### src/rtl/core_general_pkg.sv
// Shared core-wide definitions for the localbus arbiter.
// Provides the default data/address width and the arbiter state encoding.
// There are no ports; modules import this package.
package core_general_pkg;

    // Default data and address width of the core localbus.
    localparam int CORE_XLEN = 32;

    // Arbiter states. OWNn means requester n was granted in the previous cycle.
    localparam logic [1:0] ST_IDLE = 2'd0;
    localparam logic [1:0] ST_OWN0 = 2'd1;
    localparam logic [1:0] ST_OWN1 = 2'd2;

endpackage

### src/rtl/localbus_arbiter.sv
// Two-requester localbus arbiter (requester 0 = core, requester 1 = DMA/loader).
// Round-robin arbitration with optional bus locking limited to BURST_MAX
// consecutive grants. The winner drives the shared bus in the same cycle, and read
// data is returned one cycle later to the requester that issued the read.
// Ports:
//   clk, rst                 clock, asynchronous active-high reset
//   reqN, lockN              request / keep-ownership request from requester N
//   addrN, wdataN, weN       requester N access (weN == 0 means read)
//   gntN                     requester N access issued this cycle
//   rvalidN, rdataN          read data returned to requester N
//   bus_addr/bus_wdata/bus_we  shared localbus drive
//   bus_qout                 localbus read data, valid one cycle after address
module localbus_arbiter
    import core_general_pkg::*;
#(
    parameter int XLEN      = CORE_XLEN,
    parameter int BURST_MAX = 8
) (
    input  logic            clk,
    input  logic            rst,
    input  logic            req0,
    input  logic            req1,
    input  logic            lock0,
    input  logic            lock1,
    input  logic [XLEN-1:0] addr0,
    input  logic [XLEN-1:0] addr1,
    input  logic [XLEN-1:0] wdata0,
    input  logic [XLEN-1:0] wdata1,
    input  logic [3:0]      we0,
    input  logic [3:0]      we1,
    output logic            gnt0,
    output logic            gnt1,
    output logic            rvalid0,
    output logic            rvalid1,
    output logic [XLEN-1:0] rdata0,
    output logic [XLEN-1:0] rdata1,
    output logic [XLEN-1:0] bus_addr,
    output logic [XLEN-1:0] bus_wdata,
    output logic [3:0]      bus_we,
    input  logic [XLEN-1:0] bus_qout
);

    localparam int BW = $clog2(BURST_MAX + 1);
    localparam logic [BW-1:0] BURST_LIMIT = BW'(BURST_MAX);

    logic [1:0]      state_reg, state_next;
    logic            rr_reg, rr_next;        // 1: requester 1 wins a tie
    logic [BW-1:0]   burst_reg, burst_next;
    logic [BW-1:0]   burst_inc;
    logic            tag_reg, tag_next;      // requester owning the outstanding read
    logic            tag_valid_reg, tag_valid_next;
    logic [XLEN-1:0] addr_hold_reg, wdata_hold_reg;
    logic [XLEN-1:0] rdata0_reg, rdata1_reg;
    logic            hold0, hold1;
    logic            gnt0_int, gnt1_int;

    // Owner keeps the bus while it still requests, locks and has burst budget.
    assign hold0 = (state_reg == ST_OWN0) && req0 && lock0 && (burst_reg < BURST_LIMIT);
    assign hold1 = (state_reg == ST_OWN1) && req1 && lock1 && (burst_reg < BURST_LIMIT);

    // Arbitration decision: locked owner first, otherwise round-robin.
    always_comb begin
        gnt0_int = 1'b0;
        gnt1_int = 1'b0;
        if (hold0) begin
            gnt0_int = 1'b1;
        end else if (hold1) begin
            gnt1_int = 1'b1;
        end else if (req0 && req1) begin
            if (rr_reg) gnt1_int = 1'b1;
            else        gnt0_int = 1'b1;
        end else if (req0) begin
            gnt0_int = 1'b1;
        end else if (req1) begin
            gnt1_int = 1'b1;
        end
    end

    // Saturating increment keeps the counter at the limit when nobody else
    // is waiting and the owner simply carries on.
    assign burst_inc = (burst_reg == BURST_LIMIT) ? burst_reg : burst_reg + BW'(1);

    always_comb begin
        state_next     = ST_IDLE;
        rr_next        = rr_reg;
        burst_next     = '0;
        tag_next       = tag_reg;
        tag_valid_next = 1'b0;
        if (gnt0_int) begin
            state_next     = ST_OWN0;
            rr_next        = 1'b1;
            // A locked grant starts (or continues) a burst; unlocked grants do not count.
            burst_next     = lock0 ? ((state_reg == ST_OWN0) ? burst_inc : BW'(1)) : '0;
            tag_next       = 1'b0;
            tag_valid_next = (we0 == 4'b0000);
        end else if (gnt1_int) begin
            state_next     = ST_OWN1;
            rr_next        = 1'b0;
            burst_next     = lock1 ? ((state_reg == ST_OWN1) ? burst_inc : BW'(1)) : '0;
            tag_next       = 1'b1;
            tag_valid_next = (we1 == 4'b0000);
        end
    end

    always_ff @(posedge clk or posedge rst) begin
        if (rst) begin
            state_reg      <= ST_IDLE;
            rr_reg         <= 1'b0;
            burst_reg      <= '0;
            tag_reg        <= 1'b0;
            tag_valid_reg  <= 1'b0;
            addr_hold_reg  <= '0;
            wdata_hold_reg <= '0;
            rdata0_reg     <= '0;
            rdata1_reg     <= '0;
        end else begin
            state_reg     <= state_next;
            rr_reg        <= rr_next;
            burst_reg     <= burst_next;
            tag_reg       <= tag_next;
            tag_valid_reg <= tag_valid_next;
            if (gnt0_int || gnt1_int) begin
                addr_hold_reg  <= bus_addr;
                wdata_hold_reg <= bus_wdata;
            end
            if (rvalid0) rdata0_reg <= bus_qout;
            if (rvalid1) rdata1_reg <= bus_qout;
        end
    end

    // Grants and the bus drive are combinational, so they are gated by reset
    // to make every output read zero as soon as reset is raised.
    assign gnt0 = gnt0_int & ~rst;
    assign gnt1 = gnt1_int & ~rst;

    always_comb begin
        bus_we    = 4'b0000;
        bus_addr  = addr_hold_reg;
        bus_wdata = wdata_hold_reg;
        if (gnt0) begin
            bus_we    = we0;
            bus_addr  = addr0;
            bus_wdata = wdata0;
        end else if (gnt1) begin
            bus_we    = we1;
            bus_addr  = addr1;
            bus_wdata = wdata1;
        end
    end

    // Read return: bus_qout is live in the cycle after the address, so it is
    // forwarded directly and captured to hold the value afterwards.
    assign rvalid0 = tag_valid_reg & ~tag_reg;
    assign rvalid1 = tag_valid_reg &  tag_reg;
    assign rdata0  = rvalid0 ? bus_qout : rdata0_reg;
    assign rdata1  = rvalid1 ? bus_qout : rdata1_reg;

endmodule
### config.mk
export PLATFORM = sky130hd
export DESIGN_NAME = localbus_arbiter
export DESIGN_NICKNAME = d
export VERILOG_FILES = /design/src/rtl/core_general_pkg.sv /design/src/rtl/localbus_arbiter.sv
export SDC_FILE = /design/constraint.sdc
export NUM_CORES = 1
export LEC_CHECK = 0
export ABC_AREA = 0
export CAP_MARGIN = 20
export CORE_AREA = 2 2 119 121
export CTS_BUF_LIST = sky130_fd_sc_hd__clkbuf_2 sky130_fd_sc_hd__clkbuf_4 sky130_fd_sc_hd__clkbuf_8
export DETAILED_ROUTE_END_ITERATION = 7
export DIE_AREA = 0 0 121 123
export DONT_BUFFER_PORTS = 1
export PLACE_DENSITY = 0.76
export SLEW_MARGIN = 20
export SYNTH_ARGS = -nofsm -noshare
export SYNTH_HDL_FRONTEND = slang
export SYNTH_SLANG_ARGS = --single-unit
### constraint.sdc
create_clock -name clk -period 6.9 [get_ports clk]
set_input_delay 1.38 -clock clk [delete_from_list [all_inputs] [get_ports clk]]
set_output_delay 1.38 -clock clk [all_outputs]
set_load 0.005 [all_outputs]
==> results.json <==
{
  "status": "finished, final reports clean",
  "synth.cell_area_mm2": 0.006748,
  "diodes": 0,
  "async_flop_share": 1.000,
  "synth.area.mux_share": 0.1068,
  "die_area_mm2": 0.01488,
  "worst_pin_slew_ns": 0.9838,
  "placed_cells": 639,
  "yosys_warnings": 0,
  "cts_num_sinks": 137,
  "port_buffers": 0,
  "grt_util_met2": 0.3188,
  "placed_cell_area_mm2": 0.006661,
  "cp_num_buf_inv": 2,
  "via_per_inst": 6.545,
  "rsz0062_at_grt": "false",
  "ys_seq_area_frac": 0.5081,
  "grtUsageTotal": 0.1897,
  "yosys.area.top_type": "dfrtp_1",
  "synth-adder-area-share": 0.003709,
  "final_antenna_net_count": 0,
  "fin_setup_tns_ns": 0,
  "critical_path.slowest_cell": "nand3_4",
  "fin_cells": 671,
  "r2r_cells": 5,
  "cts_tree": "done",
  "cp.required_ns": 5.52,
  "synth_top_family_by_area": "compound AO/OA/AOI/OAI gates",
  "use_met1": 0.2164,
  "cp.arrival_ns": 3.54,
  "postCtsHoldBufs": 0,
  "hp-class": "reg2reg",
  "irDropWorstVdd_mv": 0.1348,
  "synthTopCellsByArea": "dfrtp_1 (51%), o221a_1 (17%), mux2_2 (11%)",
  "wl_per_cell_um": 22.33,
  "fp.dieH_um": 123,
  "grt_pass1_vias": 4261,
  "ys_ff_latch": 137,
  "synth_compound_area_frac": 0.2314,
  "fin_ws_ns": 1.977,
  "design_area_mm2": 0.007144,
  "cts_resized": 0,
  "end_kind": "output port",
  "synth.net_count": 673,
  "yosysMostFrequentCell": "dfrtp_1",
  "drt_pass1_iterations": 5,
  "timing.fmax_mhz": 203.1,
  "areaGrowthSynthToFinish_pct": 5.878,
  "critPathTopFamily": "buffers and inverters",
  "rows": 43,
  "fp.dieW_um": 121,
  "finalWirelength_um": 14980,
  "cp_max_fo": 80,
  "crit_path_start_kind": "primary input",
  "grt_max_degree": 130,
  "numCtsBuffers": 17,
  "fin_crit_ns": 4.923,
  "cp.depth": 4,
  "hold_viol": 0,
  "drive_above_1_share": 0.4033,
  "synth_cell_types": 36,
  "hold_depth": 1,
  "busiest_layer": "met2",
  "vias": 4392,
  "clock_latency_ns": 0.44,
  "p_leak_nw": 2.764,
  "num_io_pins": 310,
  "post_cts_buffers": 0,
  "fin_worst_skew_ns": 0.01109,
  "crit_chain": "inv_6 -> nand3_4 -> buf_4 -> o221a_1",
  "grt_pass1_wl_um": 21850,
  "initial_core_util": 0.4957,
  "clockRootBuffer": "clkbuf_8",
  "synth-edff-count": 0,
  "cpPeakStageDelay_ns": 0.67,
  "nets": 654,
  "drc": 0,
  "cts_max_path_buffers": 2,
  "antenna_found_initial": 0,
  "critPathKind": "in2out",
  "core-area_mm2": 0.01361,
  "synth_common_cells": "dfrtp_1 (137), o221a_1 (102), mux2_2 (64), or2_2 (64), o221a_2 (26)",
  "synth_cells": 497,
  "power.density_cell_area_mw_per_mm2": 314.9,
  "dp_slack_ns": 1.949,
  "timing.final.crit_share": 0.7135,
  "drt_iter0_markers": 201,
  "grt_overflow_total": 0,
  "fin_total_pwr_mw": 2.249,
  "netlist.area_leader.share": 0.5081,
  "setup_viol": 0,
  "slew_headroom": 0.3426,
  "clk_pin_slew_ns": 0.08,
  "synthSimpleGateAreaFrac": 0.08567,
  "gp_congestion": 0.7804,
  "post-dp-hpwl_um": 10830,
  "synth-xor-area-share": 0.002596,
  "htreeDepth": 4,
  "cap_violations": 0,
  "slew_violations": 0,
  "use_met3": 0.07749,
  "synth_flop_cell": "dfrtp_1",
  "synth.avg_cell_area_um2": 13.58
}
## cell families (layout without fill, tap and decap cells)
family / after synthesis / in the layout
adders and majority gates: 2 / 2
AOI/OAI and AO/OA: 144 / 144
and+or+nand+nor: 94 / 94
DFF: 137 / 137
buffers and inverters: 54 / 48
muxes: 64 / 64
xor gates and xnor gates: 2 / 2
## cell usage in the layout, fill, tap and decap left out, types with 3 or more instances in the layout
cell	count
dfrtp_1	137
o21ai_0	3
inv_6	5
nand2_1	5
a21oi_1	6
mux2_2	64
o221a_1	102
nand3_1	7
or2_2	64
inv_1	10
clkbuf_8	17
bufinv_16	5
o221a_2	26
buf_4	4
## worst paths after layout
kind                         startpoint                  to  slack, ns
max reg2reg                state_reg[1]  wdata_hold_reg[10]       4.16
min reg2reg                      rr_reg              rr_reg       0.51
min in group asynchronous           rst   wdata_hold_reg[5]       0.92
min                              rr_reg              rr_reg       0.51
max                                 rst        bus_wdata[3]       1.98
max in group asynchronous           rst       rdata0_reg[9]       4.81
## power breakdown
| part | internal (mW) | switching, mW |
|---|---|---|
| combinational | 0.226 | 0.234 |
| clock | 0.445 | 0.327 |
| sequential | 0.973 | 0.0446 |
| total | 1.64 | 0.605 |
## area by class of cell
cell class	count	area, um^2
Clock inverter	14	232.7
Multi-Input combinational cell	306	2934
Clock buffer	18	241.5
Tap cell	180	225.2
Fill cell	1140	6467
Sequential cell	137	3428
Timing Repair Buffer	4	30.03
Inverter	12	52.55
## routing by layer
layer,vias up,share of wire
met4,0,0.012
met2,224,0.51
met5,-,0
met1,2228,0.38
li1,1923,-
met3,17,0.098
## metrics by stage
stage / utilization / hold WS (ns)
3_5_place_dp: 0.4894 / 0.4970
2_1_floorplan: - / 0.4666
6_report: 0.5249 / 0.5090
4_1_cts: 0.5242 / 0.5158
3_3_place_gp: 0.4894 / 0.4815
5_1_grt: 0.5249 / 0.5314
Note: power is estimated with default switching activity, not from simulation.
